## src/rtl/i2c_lat_pkg.sv

```systemverilog
// Shared definitions for the I2C hard-core transaction sequencer: register map,
// CMDR/SR encodings, response codes and sequencer states.
package i2c_lat_pkg;

    localparam logic [7:0] OFS_CR   = 8'h00;
    localparam logic [7:0] OFS_CMDR = 8'h01;
    localparam logic [7:0] OFS_BR0  = 8'h02;
    localparam logic [7:0] OFS_BR1  = 8'h03;
    localparam logic [7:0] OFS_TXDR = 8'h04;
    localparam logic [7:0] OFS_SR   = 8'h05;
    localparam logic [7:0] OFS_RXDR = 8'h07;

    localparam logic [7:0] CMD_STA    = 8'h80;
    localparam logic [7:0] CMD_STO    = 8'h40;
    localparam logic [7:0] CMD_RD     = 8'h20;
    localparam logic [7:0] CMD_WR     = 8'h10;
    localparam logic [7:0] CMD_NACK   = 8'h08;
    localparam logic [7:0] CMD_CKSDIS = 8'h04;

    // Composite commands issued by the sequencer (clock stretching disabled throughout)
    localparam logic [7:0] CMDR_START_WR = CMD_STA | CMD_WR | CMD_CKSDIS;
    localparam logic [7:0] CMDR_WR       = CMD_WR | CMD_CKSDIS;
    localparam logic [7:0] CMDR_RD_NACK  = CMD_RD | CMD_NACK | CMD_CKSDIS;
    localparam logic [7:0] CMDR_STOP     = CMD_STO | CMD_CKSDIS;
    localparam logic [7:0] CR_ENABLE     = 8'h80;

    localparam int SR_TRRDY = 2;
    localparam int SR_ARBL  = 3;
    localparam int SR_RARC  = 5;
    localparam int SR_BUSY  = 6;

    typedef enum logic [1:0] {
        ERR_OK   = 2'd0,
        ERR_NACK = 2'd1,
        ERR_TMO  = 2'd2,
        ERR_ARB  = 2'd3
    } rsp_err_e;

    typedef enum logic [3:0] {
        ST_INIT      = 4'd0,
        ST_IDLE      = 4'd1,
        ST_TX        = 4'd2,
        ST_CMD       = 4'd3,
        ST_POLL      = 4'd4,
        ST_RX        = 4'd5,
        ST_STOP      = 4'd6,
        ST_STOP_POLL = 4'd7,
        ST_DONE      = 4'd8
    } state_e;

    function automatic logic [15:0] sat_inc16(input logic [15:0] v);
        return (v == 16'hFFFF) ? v : v + 16'd1;
    endfunction

endpackage

```

## src/rtl/lat_bus_mst.sv

```systemverilog
// Single-access master for the I2C core register bus: strobe and payload are
// launched together and held until acknowledged, then the strobe drops for a cycle.
module lat_bus_mst (
    input  logic       clk,
    input  logic       resetn,
    input  logic       start,
    input  logic       we,
    input  logic [7:0] addr,
    input  logic [7:0] wdata,
    output logic       done,
    output logic       busy,
    output logic [7:0] rdata,
    output logic       lat_stb,
    output logic       lat_we,
    output logic [7:0] lat_addr,
    output logic [7:0] lat_wdata,
    input  logic [7:0] lat_rdata,
    input  logic       lat_ack
);

    logic       stb_q, stb_d;
    logic       we_q, we_d;
    logic [7:0] addr_q, addr_d;
    logic [7:0] wdata_q, wdata_d;

    // Launch, hold and retire one access; start is ignored while an access is open
    always_comb begin
        stb_d   = stb_q;
        we_d    = we_q;
        addr_d  = addr_q;
        wdata_d = wdata_q;
        if (stb_q) begin
            if (lat_ack) begin
                stb_d   = 1'b0;
                we_d    = 1'b0;
                addr_d  = 8'h00;
                wdata_d = 8'h00;
            end else begin
                stb_d   = 1'b1;
            end
        end else if (start) begin
            stb_d   = 1'b1;
            we_d    = we;
            addr_d  = addr;
            wdata_d = wdata;
        end else begin
            stb_d   = 1'b0;
        end
    end

    // Bus request registers
    always_ff @(posedge clk or negedge resetn) begin
        if (!resetn) begin
            stb_q   <= 1'b0;
            we_q    <= 1'b0;
            addr_q  <= 8'h00;
            wdata_q <= 8'h00;
        end else begin
            stb_q   <= stb_d;
            we_q    <= we_d;
            addr_q  <= addr_d;
            wdata_q <= wdata_d;
        end
    end

    assign done      = stb_q & lat_ack;
    assign busy      = stb_q;
    assign rdata     = lat_rdata;
    assign lat_stb   = stb_q;
    assign lat_we    = we_q;
    assign lat_addr  = addr_q;
    assign lat_wdata = wdata_q;

endmodule

```

## src/rtl/i2c_lat_seq.sv

```systemverilog
// Byte read/write sequencer for the I2C hard core: initialises the core, then
// expands each command into TXDR/CMDR/SR/RXDR accesses and reports data and status.
module i2c_lat_seq
    import i2c_lat_pkg::*;
#(
    parameter logic [7:0]  BASE     = 8'h40,
    parameter logic [9:0]  PRESCALE = 10'd60,
    parameter logic [15:0] POLL_MAX = 16'd4096
) (
    input  logic       clk,
    input  logic       resetn,
    input  logic       cmd_valid,
    output logic       cmd_ready,
    input  logic       cmd_rd,
    input  logic [6:0] cmd_dev,
    input  logic [7:0] cmd_addr,
    input  logic [7:0] cmd_wdata,
    output logic       rsp_valid,
    output logic [7:0] rsp_rdata,
    output logic [1:0] rsp_err,
    output logic       lat_stb,
    output logic       lat_we,
    output logic [7:0] lat_addr,
    output logic [7:0] lat_wdata,
    input  logic [7:0] lat_rdata,
    input  logic       lat_ack,
    output logic       busy
);

    state_e     state_q, state_d;
    logic [1:0] step_q, step_d;
    logic       rd_q, rd_d;
    logic [6:0] dev_q, dev_d;
    logic [7:0] addr_q, addr_d;
    logic [7:0] wdata_q, wdata_d;
    logic [7:0] rdata_q, rdata_d;
    rsp_err_e   err_q, err_d;
    logic [15:0] poll_cnt_q, poll_cnt_d;
    logic [15:0] poll_inc_s;
    logic [7:0] tx_byte_s, cmd_byte_s;

    logic       cmd_ready_q, cmd_ready_d;
    logic       rsp_valid_q, rsp_valid_d;
    logic [7:0] rsp_rdata_q, rsp_rdata_d;
    logic [1:0] rsp_err_q, rsp_err_d;
    logic       busy_q, busy_d;

    logic       mst_start_s, mst_we_s, mst_done_s, mst_busy_s;
    logic [7:0] mst_addr_s, mst_wdata_s, mst_rdata_s;

    lat_bus_mst u_bus (
        .clk       (clk),
        .resetn    (resetn),
        .start     (mst_start_s),
        .we        (mst_we_s),
        .addr      (mst_addr_s),
        .wdata     (mst_wdata_s),
        .done      (mst_done_s),
        .busy      (mst_busy_s),
        .rdata     (mst_rdata_s),
        .lat_stb   (lat_stb),
        .lat_we    (lat_we),
        .lat_addr  (lat_addr),
        .lat_wdata (lat_wdata),
        .lat_rdata (lat_rdata),
        .lat_ack   (lat_ack)
    );

    // Byte and command for the current program step; step 3 exists only on reads
    always_comb begin
        case (step_q)
            2'd0:    begin tx_byte_s = {dev_q, 1'b0}; cmd_byte_s = CMDR_START_WR; end
            2'd1:    begin tx_byte_s = addr_q;        cmd_byte_s = CMDR_WR;       end
            2'd2:    begin
                tx_byte_s  = rd_q ? {dev_q, 1'b1} : wdata_q;
                cmd_byte_s = rd_q ? CMDR_START_WR : CMDR_WR;
            end
            default: begin tx_byte_s = 8'h00;         cmd_byte_s = CMDR_RD_NACK;  end
        endcase
    end

    // Sequencer next state, bus requests and registered response outputs
    always_comb begin
        state_d     = state_q;
        step_d      = step_q;
        rd_d        = rd_q;
        dev_d       = dev_q;
        addr_d      = addr_q;
        wdata_d     = wdata_q;
        rdata_d     = rdata_q;
        err_d       = err_q;
        poll_cnt_d  = poll_cnt_q;
        poll_inc_s  = sat_inc16(poll_cnt_q);
        mst_start_s = 1'b0;
        mst_we_s    = 1'b0;
        mst_addr_s  = 8'h00;
        mst_wdata_s = 8'h00;

        case (state_q)
            ST_INIT: begin
                mst_start_s = ~mst_busy_s;
                mst_we_s    = 1'b1;
                case (step_q)
                    2'd0:    begin mst_addr_s = BASE + OFS_BR0; mst_wdata_s = PRESCALE[7:0];         end
                    2'd1:    begin mst_addr_s = BASE + OFS_BR1; mst_wdata_s = {6'b0, PRESCALE[9:8]}; end
                    default: begin mst_addr_s = BASE + OFS_CR;  mst_wdata_s = CR_ENABLE;             end
                endcase
                if (mst_done_s && (step_q == 2'd2)) begin
                    state_d = ST_IDLE;
                    step_d  = 2'd0;
                end else if (mst_done_s) begin
                    step_d  = step_q + 2'd1;
                end else begin
                    step_d  = step_q;
                end
            end
            ST_IDLE: begin
                if (cmd_valid && cmd_ready_q) begin
                    rd_d    = cmd_rd;
                    dev_d   = cmd_dev;
                    addr_d  = cmd_addr;
                    wdata_d = cmd_wdata;
                    rdata_d = 8'h00;
                    err_d   = ERR_OK;
                    step_d  = 2'd0;
                    state_d = ST_TX;
                end else begin
                    state_d = ST_IDLE;
                end
            end
            ST_TX: begin
                mst_start_s = ~mst_busy_s;
                mst_we_s    = 1'b1;
                mst_addr_s  = BASE + OFS_TXDR;
                mst_wdata_s = tx_byte_s;
                state_d     = mst_done_s ? ST_CMD : ST_TX;
            end
            ST_CMD: begin
                mst_start_s = ~mst_busy_s;
                mst_we_s    = 1'b1;
                mst_addr_s  = BASE + OFS_CMDR;
                mst_wdata_s = cmd_byte_s;
                if (mst_done_s) begin
                    state_d    = ST_POLL;
                    poll_cnt_d = 16'd0;
                end else begin
                    state_d    = ST_CMD;
                end
            end
            ST_POLL: begin
                mst_start_s = ~mst_busy_s;
                mst_addr_s  = BASE + OFS_SR;
                if (!mst_done_s) begin
                    state_d = ST_POLL;
                end else if (!mst_rdata_s[SR_TRRDY]) begin
                    poll_cnt_d = poll_inc_s;
                    if (poll_inc_s >= POLL_MAX) begin
                        err_d   = ERR_TMO;
                        state_d = ST_STOP;
                    end else begin
                        state_d = ST_POLL;
                    end
                end else if (mst_rdata_s[SR_ARBL]) begin
                    // Bus is no longer ours: no STOP can be issued
                    err_d   = ERR_ARB;
                    state_d = ST_DONE;
                end else if ((step_q != 2'd3) && mst_rdata_s[SR_RARC]) begin
                    err_d   = ERR_NACK;
                    state_d = ST_STOP;
                end else if (step_q == 2'd3) begin
                    state_d = ST_RX;
                end else if ((step_q == 2'd2) && !rd_q) begin
                    state_d = ST_STOP;
                end else if (step_q == 2'd2) begin
                    step_d  = 2'd3;
                    state_d = ST_CMD;
                end else begin
                    step_d  = step_q + 2'd1;
                    state_d = ST_TX;
                end
            end
            ST_RX: begin
                mst_start_s = ~mst_busy_s;
                mst_addr_s  = BASE + OFS_RXDR;
                if (mst_done_s) begin
                    rdata_d = mst_rdata_s;
                    state_d = ST_STOP;
                end else begin
                    state_d = ST_RX;
                end
            end
            ST_STOP: begin
                mst_start_s = ~mst_busy_s;
                mst_we_s    = 1'b1;
                mst_addr_s  = BASE + OFS_CMDR;
                mst_wdata_s = CMDR_STOP;
                if (mst_done_s) begin
                    state_d    = ST_STOP_POLL;
                    poll_cnt_d = 16'd0;
                end else begin
                    state_d    = ST_STOP;
                end
            end
            ST_STOP_POLL: begin
                mst_start_s = ~mst_busy_s;
                mst_addr_s  = BASE + OFS_SR;
                if (!mst_done_s) begin
                    state_d = ST_STOP_POLL;
                end else if (!mst_rdata_s[SR_BUSY]) begin
                    state_d = ST_DONE;
                end else begin
                    poll_cnt_d = poll_inc_s;
                    if (poll_inc_s >= POLL_MAX) begin
                        // An earlier error is more informative than the stop timeout
                        err_d   = (err_q == ERR_OK) ? ERR_TMO : err_q;
                        state_d = ST_DONE;
                    end else begin
                        state_d = ST_STOP_POLL;
                    end
                end
            end
            ST_DONE: begin
                state_d = ST_IDLE;
            end
            default: begin
                state_d = ST_INIT;
                step_d  = 2'd0;
            end
        endcase

        rsp_valid_d = (state_d == ST_DONE);
        rsp_err_d   = (state_d == ST_DONE) ? err_d : 2'd0;
        rsp_rdata_d = ((state_d == ST_DONE) && (err_d == ERR_OK) && rd_q) ? rdata_d : 8'h00;
        cmd_ready_d = (state_d == ST_IDLE);
        busy_d      = (state_d != ST_IDLE);
    end

    // Sequencer state and output registers
    always_ff @(posedge clk or negedge resetn) begin
        if (!resetn) begin
            state_q     <= ST_INIT;
            step_q      <= 2'd0;
            rd_q        <= 1'b0;
            dev_q       <= 7'd0;
            addr_q      <= 8'h00;
            wdata_q     <= 8'h00;
            rdata_q     <= 8'h00;
            err_q       <= ERR_OK;
            poll_cnt_q  <= 16'd0;
            cmd_ready_q <= 1'b0;
            rsp_valid_q <= 1'b0;
            rsp_rdata_q <= 8'h00;
            rsp_err_q   <= 2'd0;
            busy_q      <= 1'b0;
        end else begin
            state_q     <= state_d;
            step_q      <= step_d;
            rd_q        <= rd_d;
            dev_q       <= dev_d;
            addr_q      <= addr_d;
            wdata_q     <= wdata_d;
            rdata_q     <= rdata_d;
            err_q       <= err_d;
            poll_cnt_q  <= poll_cnt_d;
            cmd_ready_q <= cmd_ready_d;
            rsp_valid_q <= rsp_valid_d;
            rsp_rdata_q <= rsp_rdata_d;
            rsp_err_q   <= rsp_err_d;
            busy_q      <= busy_d;
        end
    end

    assign cmd_ready = cmd_ready_q;
    assign rsp_valid = rsp_valid_q;
    assign rsp_rdata = rsp_rdata_q;
    assign rsp_err   = rsp_err_q;
    assign busy      = busy_q;

endmodule

```

## config.mk

```make
export PLATFORM = sky130hd
export DESIGN_NAME = i2c_lat_seq
export DESIGN_NICKNAME = d
export VERILOG_FILES = /design/src/rtl/i2c_lat_pkg.sv /design/src/rtl/lat_bus_mst.sv /design/src/rtl/i2c_lat_seq.sv
export SDC_FILE = /design/constraint.sdc
export NUM_CORES = 1
export LEC_CHECK = 0
export BUFFER_PORTS_ARGS = -buffer_cell sky130_fd_sc_hd__buf_4
export CAP_MARGIN = 20
export CORE_MARGIN = 2
export CORE_UTILIZATION = 50
export CTS_BUF_LIST = sky130_fd_sc_hd__clkbuf_16
export DETAILED_ROUTE_END_ITERATION = 8
export GPL_TIMING_DRIVEN = 0
export HOLD_SLACK_MARGIN = 0.08
export PLACE_DENSITY = 0.72
export SYNTH_ARGS = -nofsm -noshare
export SYNTH_HDL_FRONTEND = slang
export SYNTH_SLANG_ARGS = --single-unit
```

## constraint.sdc

```tcl
create_clock -name clk -period 2.77 [get_ports clk]
set_clock_uncertainty 0.1 [all_clocks]
set_input_delay 0.554 -clock clk [delete_from_list [all_inputs] [get_ports clk]]
set_output_delay 0.554 -clock clk [all_outputs]
set_load 0.01 [all_outputs]
```

-- Word-level counts from Yosys, hierarchy flattened
Cells that the tools add are included.
- eq/ne operators: 29
- mux-type cells: 73
- reductions and logical operators: 22
- bitwise logic cells: 3
- $lt $le $gt $ge: 1
- $add $sub $neg: 2
- operators with widths (operator ; count):
    $mux 16 ; 6
    $mux 8 ; 10
    $mux 2 ; 24
    $pmux 16 s3 ; 1
    $pmux 8 s3 ; 2
    $pmux 4 s9 ; 1
    $pmux 7 s5 ; 1
    $pmux 8 s2 ; 2
    $pmux 8 s4 ; 1
    $mux 4 ; 7
    $ne 2x2->1 const B ; 12
    $add 16x1->16 const B ; 1
    $eq 16x16->1 const B ; 1
    $eq 4x3->1 const B ; 4
    $ge 16x13->1 const B ; 1
    $mux 3 ; 4
    $mux 1 ; 11
    $reduce_and 9->1 ; 1
    $eq 4x1->1 const B ; 2
    $eq 4x2->1 const B ; 2
    $eq 4x4->1 const B ; 2
    $pmux 2 s4 ; 1
    $reduce_or 7->1 ; 1
    $logic_and 1x1->1 ; 6
    20 further kinds ; 26
- bits in registers: 87
- bits of input ports: 36
- logic and storage cells: 148

-- Longest topological paths before layout
Gate-level depths: netlist of the first run.
- word-level depth: 13
- gate-level depth with buffers: 8
- depth with buffers taken out: 7

-- Modules after synthesis
From an unflattened synthesis of the first run, not the netlist that was laid out.
- cell total of the unflattened synthesis: 462
- area total of the unflattened synthesis: 4855.9 µm²
- modules (own cells, without submodules) (module ; area each (µm²) ; instances ; cells an instance ; sequential area each (µm²)):
    i2c_lat_seq ; 3941.3 ; 1 ; 391 ; 1726.7
    lat_bus_mst ; 914.6 ; 1 ; 71 ; 450.4

-- Worst setup path after synthesis of the first run
OpenSTA, ideal clock, no wires.
- path type: flip-flop to flip-flop
- start point: register poll_cnt_q[0]
- end point: register rsp_rdata_q[0], in the netlist rsp_rdata[0]
- arrival time: 1.909 ns
- setup slack: 0.622 ns
- data required time: 2.531 ns
- clock period less this slack: 2.148 ns
- buffers on the path: 2
- stages on the path, launching flop included: 9
- library setup time: 0.139 ns
- path through: dfrtp_1 > ha_1 > and3_1 > buf_2 > nand3_4 > mux2i_2 > a311o_1 > buf_6 > nor4_2
- longest elaborated chain between the ends: 11
- elaborated cells between the ends (all ways): 23
- ends and longest elaborated chain (what ; line ; RTL):
    start: declaration ; i2c_lat_seq.sv:38 ; logic [15:0] poll_cnt_q, poll_cnt_d;
    start signal: assignment ; i2c_lat_seq.sv:264 ; poll_cnt_q <= poll_cnt_d;
    $add 16x1->16 / $eq 16x16->1 (equally long branches) ; i2c_lat_pkg.sv:52 ; return (v == 16'hFFFF) ? v : v + 16'd1;
    $mux 16 (*) ; i2c_lat_pkg.sv:52 ;
    $ge 16x13->1 (*) ; i2c_lat_seq.sv:157, i2c_lat_seq.sv:213 ;
    $mux 4 (tied with other cells) ; i2c_lat_seq.sv:213 ; if (poll_inc_s >= POLL_MAX) begin
    $mux 4 (tied with other cells) ; i2c_lat_seq.sv:209 ; end else if (!mst_rdata_s[SR_BUSY]) begin
    $mux 4 (tied with other cells) ; i2c_lat_seq.sv:207 ; if (!mst_done_s) begin
    $pmux 4 s9 / $pmux 2 s3 (equally long branches) ; i2c_lat_seq.sv:99 ; case (state_q)
    $eq 4x4->1 / $logic_not 2->1 (equally long branches) ; i2c_lat_seq.sv:233 ; rsp_rdata_d = ((state_d == ST_DONE) && (err_d == ERR_OK) && rd_q) ? rdata_d : 8'h00;
    $logic_and 1x1->1 (*) (2 in a row) ; i2c_lat_seq.sv:233 ;
    $mux 8 (*) ; i2c_lat_seq.sv:233 ;
    named net rsp_rdata_d[0] ; i2c_lat_seq.sv:44 ; logic [7:0] rsp_rdata_q, rsp_rdata_d;
    end signal: assignment ; i2c_lat_seq.sv:267 ; rsp_rdata_q <= rsp_rdata_d;
    end: declaration ; i2c_lat_seq.sv:44 ;
Mark *: on every way through the listed nets, which the timed path passes. The rest lies on a longest branch.
A chain may end at the register's enable or synchronous reset.

-- Worst setup path in the final report of the first run
- start point: register poll_cnt_q[0]
- end point: register rsp_rdata_q[5], in the netlist rsp_rdata[5]
The elaborated chain is that of the path after synthesis.

==> impl_summary.log, run 1 <==
[metrics] run status: finished clean
[metrics] top cells by area in the synthesized netlist: sky130_fd_sc_hd__dfrtp_1 (47%), sky130_fd_sc_hd__mux2_2 (6.1%), sky130_fd_sc_hd__nand2_1 (3.0%), sky130_fd_sc_hd__o21ai_0 (2.4%), sky130_fd_sc_hd__nor4_2 (2.3%)
[metrics] share of flip-flops with an asynchronous set or reset after synthesis: 100%
[metrics] total negative slack: 0 ns
[metrics] cell type of the slowest stage on the worst timing path: sky130_fd_sc_hd__mux2i_2
[metrics] final routed wire length divided by cell count: 17.4 µm
[metrics] netlist area before placement: 4400 µm²
[metrics] number of distinct library cells after synthesis: 71
[metrics] endpoint class of the critical path: flip-flop
[metrics] synthesized netlist cell count: 423
[metrics] number of primary I/O pins: 67
[metrics] arrival time reported for the critical path endpoint: 2.57 ns
[metrics] max-cap violations: 0
[metrics] share of final-layout standard cells stronger than drive strength 1: 27.1%
[metrics] number of flops mapped to enable cells by yosys: 0
[metrics] shortest clock period the worst path allows after layout: 2.47 ns
[metrics] Vias: 3734
[metrics] global-route wire length before repair: 17500 µm
[metrics] fill cell total of the finished layout: 719
[metrics] total routing resource utilization after global routing: 22.3%
[metrics] element type at the critical path start: flip-flop
[metrics] clock tree from TritonCTS: yes
[metrics] Worst VDD drop: 0.444 mV
[metrics] total power draw: 4740 µW
[metrics] antenna diode count: 0
[metrics] largest net degree at the start of global routing: 84
[metrics] # Post-CTS Setup Buffers: 0
[metrics] final weighted congestion in routability-driven placement: 0.862
[metrics] area grow syn2layout: 20.9%
[metrics] number of nets with antenna violations after routing: 0
[metrics] detailed-placement wirelength estimate: 7400 µm
[metrics] Slew Limit Fails: 0
[metrics] cell type with the highest aggregate area in the netlist: sky130_fd_sc_hd__dfrtp_1
[metrics] clock transition at the registers of the reported paths: 0.06 ns
[metrics] Inserted Clock Buffers: 9
[metrics] post-synthesis average cell area: 10.4 µm²
[metrics] critical path's top delay family: multiplexers
[metrics] final setup fails: 0
[metrics] Post-layout nets: 542
[metrics] Ys Warns: 0
[metrics] series of cell instances along the critical path: ha_1 -> and3_1 -> buf_2 -> nand3_4 -> mux2i_2 -> a311o_1 -> buf_6 -> nor4_2
[metrics] number of rows in the core area: 34
[metrics] Seq/Total Area, Yosys: 47.2%
[metrics] Peak Freq: 404 MHz
[metrics] leakage power figure: 0.00244 µW
[metrics] Detailed Routing Iterations Pass 1: 6
[metrics] most frequent cell after synthesis: sky130_fd_sc_hd__dfrtp_1
[metrics] number of DRC violations after detailed-routing iteration 0: 340
[metrics] starting utilization of the core area: 51.0%
[metrics] count of endpoints failing hold in the final timing report: 0
[metrics] Avg Vias per Cell: 6.09
[metrics] final critical-path share of the clock period: 89.3%
[metrics] insertion delay of the later-clocked pin in the worst-skew pair: 0.33 ns
[metrics] power density relative to cell area: 890 nW/µm²
[metrics] multi-input logic area: 2090 µm²
[metrics] critical path type: flip-flop to flip-flop
[metrics] Synth top area share: 47.2%
[metrics] GRT Residual Overflow: 0
[metrics] data required time at the worst endpoint: 2.86 ns
[metrics] maximum clock insertion buffer count: 2
[metrics] antenna violations before repair: 0
[metrics] CTS root buf: sky130_fd_sc_hd__clkbuf_16
[metrics] DRC Markers: 0
[metrics] Total Wirelength: 10700 µm
[metrics] H-tree level count: 3
[metrics] Tightest Hold Check Type: input port to flip-flop
[metrics] # clock sinks: 83
[metrics] Port Buffer Count: 61
[metrics] Most used DFF post-synth: sky130_fd_sc_hd__dfrtp_1
[metrics] worst-path fanout max: 10
[metrics] slew margin rel.: 50.5%
[metrics] most frequent cells after synthesis: sky130_fd_sc_hd__dfrtp_1 (83), sky130_fd_sc_hd__nand2_1 (35), sky130_fd_sc_hd__mux2_2 (24)
[metrics] slew of the pin with the lowest slew margin: 0.738 ns
[metrics] die boundary height: 97.9 µm
[metrics] unrepaired setup endpoints after global routing: false
[metrics] area taken by flip-flops and latches: 2080 µm²
[metrics] chip width: 97.9 µm
[metrics] number of buffers and inverters on the critical path: 2
[metrics] number of flip-flops and latches in the synthesized netlist: 83
[metrics] DIE AREA: 9580 µm²
[metrics] via count of the first global-routing pass: 3537
[metrics] CP peak stage delay: 0.51 ns
[metrics] area of the core: 8640 µm²
==> placed cells by master (no fill, tap or decap), types with 4 or more instances in the layout <==
cell type,instances
sky130_fd_sc_hd__buf_4,71
sky130_fd_sc_hd__mux2_2,24
sky130_fd_sc_hd__nor3_1,6
sky130_fd_sc_hd__ha_1,6
sky130_fd_sc_hd__nand3_1,15
sky130_fd_sc_hd__a41oi_1,5
sky130_fd_sc_hd__o31ai_1,6
sky130_fd_sc_hd__o41ai_1,4
sky130_fd_sc_hd__nor2_1,16
sky130_fd_sc_hd__and3_1,4
sky130_fd_sc_hd__nor2b_1,7
sky130_fd_sc_hd__a21oi_1,18
sky130_fd_sc_hd__nand2_1,35
sky130_fd_sc_hd__buf_2,5
sky130_fd_sc_hd__o21ai_0,21
sky130_fd_sc_hd__a21o_1,4
sky130_fd_sc_hd__conb_1,4
sky130_fd_sc_hd__nor4_2,8
sky130_fd_sc_hd__and2_1,4
sky130_fd_sc_hd__inv_1,14
sky130_fd_sc_hd__o21a_1,4
sky130_fd_sc_hd__and4_1,4
sky130_fd_sc_hd__dfrtp_1,83
sky130_fd_sc_hd__nand4_1,6
sky130_fd_sc_hd__nand2b_1,8
sky130_fd_sc_hd__a31oi_1,9
sky130_fd_sc_hd__a222oi_1,5
sky130_fd_sc_hd__a22o_1,10
sky130_fd_sc_hd__clkbuf_16,9
sky130_fd_sc_hd__clkbuf_1,19
==> cell type report <==
class | count | share of cell area [%]
plain buffers | 36 | 3.64
clock buffers | 9 | 4.23
clock inverters | 7 | 0.964
inverters | 15 | 1.06
multi-input cells | 292 | 39.2
flip-flops and latches | 83 | 39.0
well taps | 108 | 2.54
repair buffers | 63 | 9.31
==> what timing repair did <==
| item | in CTS | in global routing |
|---|---|---|
| endpoints found under the hold margin | 0 | 20 |
| gates resized for setup | 0 | 0 |
| hold buffers | 0 | 1 |
==> sequential cells by signal, indices dropped and copies added, names as in the netlist, 4 cells and up <==
signal           cells
rdata_q              8
addr_q               8
u_bus.lat_wdata      8
rsp_rdata            8
dev_q                7
state_q              4
poll_cnt_q          16
wdata_q              8
u_bus.lat_addr       4
==> layer usage <==
metal,wire (µm),share of wire [%],vias to the layer above,track usage [%]
li1,-,-,1749,-
met2,5340,50,123,36.6
met5,0,0,-,0
met1,4700,44,1852,31.1
met3,524,4.9,10,3.22
met4,85,0.80,0,6.52
==> report_power, final <==
group	switching (µW)	internal, µW	leakage [µW]
combinational	1110	821	0.00119
clock	496	612	0.000129
sequential	191	1500	0.00112
==> through the flow <==
step                      setup slack [ns]  instance area [µm²]  util [%]  hold slack (ns)  cells
after detailed placement             0.327                 5010      58.0            0.358    595
after CTS                            0.317                 5290      61.2            0.340    611
after global routing                 0.102                 5320      61.6            0.344    613
after floorplan                      0.622                 4420         -            0.158    426
final                                0.296                 5320      61.6            0.349    613
after global placement               0.345                 5010      58.0            0.358    595
==> worst register-to-register path: stages (launching register included) <==
cell                      delay (ns)
sky130_fd_sc_hd__dfrtp_1        0.42
sky130_fd_sc_hd__ha_1           0.26
sky130_fd_sc_hd__and3_1         0.19
sky130_fd_sc_hd__buf_2          0.16
sky130_fd_sc_hd__nand3_4        0.11
sky130_fd_sc_hd__mux2i_2        0.51
sky130_fd_sc_hd__a311o_1        0.33
sky130_fd_sc_hd__buf_6          0.19
sky130_fd_sc_hd__nor4_2         0.07
==> worst paths after layout <==
path | startpoint | end | slack (ns) | depth (start not counted)
setup / recovery | poll_cnt_q[0] | rsp_rdata[5] | 0.30 | 8
hold / removal | cmd_wdata[5] | wdata_q[5] | 0.35 | 2
setup reg to reg | poll_cnt_q[0] | rsp_rdata[5] | 0.30 | 8
hold reg to reg | u_bus.lat_wdata[5] | u_bus.lat_wdata[5] | 0.37 | 2
max in group asynchronous | resetn | poll_cnt_q[7] | 1.42 | 3
min in group asynchronous | resetn | poll_cnt_q[12] | 0.55 | 2
==> cell families after synthesis <==
kind of cell	Yosys count	share of synthesized area [%]
AOI/OAI and AO/OA	124	20.8
DFF	83	47.2
muxes	25	6.45
other	1	0.0851
adders and majority gates	6	1.70
buffers and inverters	51	5.68
xor gates and xnor gates	1	0.199
and+or+nand+nor	132	17.9
(Power assumes the default switching activity.)
==> inputs of run 2 (changes only) <==
--- a/config.mk
+++ b/config.mk
@@ -5,6 +5,7 @@
 export SDC_FILE = /design/constraint.sdc
 export NUM_CORES = 1
 export LEC_CHECK = 0
+export ABC_CLOCK_PERIOD_IN_PS = 2770
 export BUFFER_PORTS_ARGS = -buffer_cell sky130_fd_sc_hd__buf_4
 export CAP_MARGIN = 20
 export CORE_MARGIN = 2
@@ -13,7 +14,8 @@
 export DETAILED_ROUTE_END_ITERATION = 8
 export GPL_TIMING_DRIVEN = 0
 export HOLD_SLACK_MARGIN = 0.08
-export PLACE_DENSITY = 0.72
+export PLACE_DENSITY = 0.71
 export SYNTH_ARGS = -nofsm -noshare
 export SYNTH_HDL_FRONTEND = slang
+export SYNTH_HIERARCHICAL = 1
 export SYNTH_SLANG_ARGS = --single-unit
==> impl_summary.log, run 2 <==
[metrics] run status: finished clean
[metrics] detailed-placement wirelength estimate: 8040 µm
[metrics] chip width: 103 µm
[metrics] number of DRC violations after detailed-routing iteration 0: 233
[metrics] setup slack on the worst flop-to-flop path: 0.18 ns
[metrics] # clock sinks: 87
[metrics] final weighted congestion in routability-driven placement: 0.906
[metrics] Seq/Total Area, Yosys: 44.8%
[metrics] Detailed Routing Iterations Pass 1: 4
[metrics] Worst VDD drop: 0.485 mV
[metrics] number of flip-flops under the largest register name: 16
[metrics] Peak Freq: 387 MHz
[metrics] Port Buffer Count: 58
[metrics] global-route wire length before repair: 19300 µm
[metrics] slew margin rel.: 43.0%
[metrics] number of flops mapped to enable cells by yosys: 0
[metrics] final-layout worst hold slack: 0.338 ns
[metrics] highest routing layer actually used: met4
[metrics] area grow syn2layout: 19.6%
[metrics] shortest clock period the worst path allows after layout: 2.59 ns
[metrics] DIE AREA: 10500 µm²
[metrics] arrival time reported for the critical path endpoint: 2.71 ns
[metrics] post-route design area: 5810 µm²
[metrics] worst-case reg-to-reg path depth: 8
[metrics] leading cell type in the layout, fill and taps excluded: sky130_fd_sc_hd__dfrtp_1
[metrics] number of rows in the core area: 35
[metrics] worst-path fanout max: 9
[metrics] Post-layout nets: 579
[metrics] most frequent cells in the layout: sky130_fd_sc_hd__dfrtp_1 (86), sky130_fd_sc_hd__buf_4 (71), sky130_fd_sc_hd__nand2_1 (34), sky130_fd_sc_hd__mux2_2 (24), sky130_fd_sc_hd__a21oi_1 (21)
[metrics] CTS root buf: sky130_fd_sc_hd__clkbuf_16
[metrics] top cells by area in the synthesized netlist: sky130_fd_sc_hd__dfrtp_1 (45%), sky130_fd_sc_hd__mux2_2 (5.6%), sky130_fd_sc_hd__mux2i_1 (3.7%), sky130_fd_sc_hd__o2bb2ai_1 (3.1%), sky130_fd_sc_hd__nand2_1 (2.6%)
[metrics] critical register-to-register path endpoint: busy
[metrics] GRT Residual Overflow: 0
[metrics] data required time at the worst endpoint: 2.89 ns
[metrics] endpoint class of the critical path: flip-flop
[metrics] number of flip-flops and latches in the synthesized netlist: 87
[metrics] clock transition at the registers of the reported paths: 0.07 ns
[metrics] final setup fails: 0
[metrics] count of endpoints failing hold in the final timing report: 0
[metrics] most frequent cells after synthesis: sky130_fd_sc_hd__dfrtp_1 (87), sky130_fd_sc_hd__nand2_1 (34), sky130_fd_sc_hd__mux2_2 (24)
[metrics] Vias: 3996
[metrics] wire length on met3: 657 µm
[metrics] Total Wirelength: 11400 µm
[metrics] unrepaired setup endpoints after global routing: false
[metrics] cell type with the highest aggregate area in the netlist: sky130_fd_sc_hd__dfrtp_1
[metrics] Critical Path End: busy
[metrics] number of distinct library cells after synthesis: 75
[metrics] netlist area before placement: 4860 µm²
[metrics] final routed wire length divided by cell count: 17.1 µm
[metrics] # Post-CTS Setup Buffers: 0
[metrics] clock tree from TritonCTS: yes
[metrics] largest net degree at the start of global routing: 88
[metrics] Top reg by flops: poll_cnt_q
[metrics] Most used DFF post-synth: sky130_fd_sc_hd__dfrtp_1
[metrics] element type at the critical path start: flip-flop
[metrics] die boundary height: 103 µm
[metrics] start point of the critical path: step_q[0]
[metrics] number of nets with antenna violations after routing: 0
[metrics] share of flip-flops with an asynchronous set or reset after synthesis: 100%
[metrics] DRC Markers: 0
[metrics] number of primary I/O pins: 67
[metrics] power density relative to cell area: 970 nW/µm²
[metrics] share of final-layout standard cells stronger than drive strength 1: 25.1%
[metrics] final critical-path share of the clock period: 93.3%
[metrics] maximum clock insertion buffer count: 2
[metrics] wire length on met2: 5450 µm
[metrics] Tightest Hold Check Type: input port to flip-flop
[metrics] Slew Limit Fails: 0
[metrics] Placed Area: 5460 µm²
[metrics] post-synthesis average cell area: 10.5 µm²
[metrics] Worst R2R Start: step_q[0]
[metrics] slew of the pin with the lowest slew margin: 0.852 ns
[metrics] max-cap violations: 0
[metrics] M1 WL: 5180 µm
[metrics] Inserted Clock Buffers: 9
[metrics] cell type of the slowest stage on the worst timing path: sky130_fd_sc_hd__dfrtp_2
[metrics] total negative slack: 0 ns
[metrics] Synth top area share: 44.8%
[metrics] insertion delay of the later-clocked pin in the worst-skew pair: 0.34 ns
[metrics] via count of the first global-routing pass: 3958
[metrics] most frequent cell after synthesis: sky130_fd_sc_hd__dfrtp_1
[metrics] total routing resource utilization after global routing: 23.2%
[metrics] series of cell instances along the critical path: inv_1 -> ha_1 -> nor2b_1 -> clkbuf_2 -> o31a_1 -> o311ai_0 -> a21oi_1 -> or3_1
[metrics] leakage power figure: 0.00257 µW
[metrics] synthesized netlist cell count: 462
[metrics] H-tree level count: 3
[metrics] Avg Vias per Cell: 5.96
[metrics] CP peak stage delay: 0.41 ns
[metrics] antenna diode count: 0
[metrics] starting utilization of the core area: 52.1%
[metrics] Ys Warns: 6
[metrics] critical path type: flip-flop to flip-flop
[metrics] area of the core: 9330 µm²
[metrics] antenna violations before repair: 0
-- run 2: cell count changes after synthesis, sizes merged, moves of 5 or more --
cell	delta
a31oi	-5
buf	+7
inv	-5
mux2i	+17
nand2b	-6
nor3	+7
nor3b	+7
nor4	-7
o22a	+5
o2bb2ai	+17
-- run 2: layer usage --
layer  vias to the layer above  global-route usage [%]
met2                       138                    37.2
met3                        16                    4.68
met1                      1957                    32.3
met4                         0                    6.77
met5                         -                       0
li1                       1885                       -
-- run 2: final cells by class --
type,count,area (µm²)
Clock inverter,7,78.8
Buffer,41,244
Multi-Input combinational cell,326,2410
Tap cell,129,161
Fill cell,811,3520
Sequential cell,87,2180
Clock buffer,9,225
Inverter,11,41.3
Timing Repair Buffer,60,473
-- run 2: cell families after synthesis --
kind of cell	synth area share, %
compound gates	21.9
simple gates	15.5
flops	44.8
buf+inv	5.85
mux	9.28
fa+ha+maj	2.01
xor+xnor	0.541
other cells	0.0772
-- run 2: timing repair --
| action | CTS | global route |
|---|---|---|
| endpoints found under the setup margin | 0 | 3 |
| gates resized for setup | 0 | 3 |
| hold buffers | 0 | 1 |
| hold endpoints to repair | 0 | 29 |
-- run 2: worst max-delay path: cells and delay by family (launching register included) --
family / cells / cell delay [ns]
compound gates: 3 / 0.77
simple gates: 2 / 0.56
flops: 1 / 0.41
buf+inv: 2 / 0.32
fa+ha+maj: 1 / 0.30
-- run 2: how the worst min path moves through the flow --
stage | start | to | slack [ns] | cells past startpoint
final | cmd_wdata[3] | wdata_q[3] | 0.34 | 2
after global routing | cmd_dev[2] | dev_q[2] | 0.33 | 2
after CTS | cmd_wdata[3] | wdata_q[3] | 0.33 | 2
after detailed placement | rdata_q[6] | rdata_q[6] | 0.39 | 1
after global placement | rdata_q[3] | rdata_q[3] | 0.38 | 1
after floorplan | resetn | addr_q[0] | 0.16 | 0
-- run 2: report_power, final --
part / internal [µW] / switching, µW
clock network: 712 / 538
logic: 1130 / 1320
registers: 1670 / 261
total: 3510 / 2120
-- run 2: per-stage QoR --
step	power (µW)	cells	worst slack (ns)	utilization (%)
final	5630	670	0.185	62.3
after global routing	5990	670	0.0480	62.3
after CTS	5640	668	0.0739	61.8
after detailed placement	4370	652	0.0861	58.6
after global placement	4300	652	0.116	58.6
after floorplan	3660	465	0.456	-
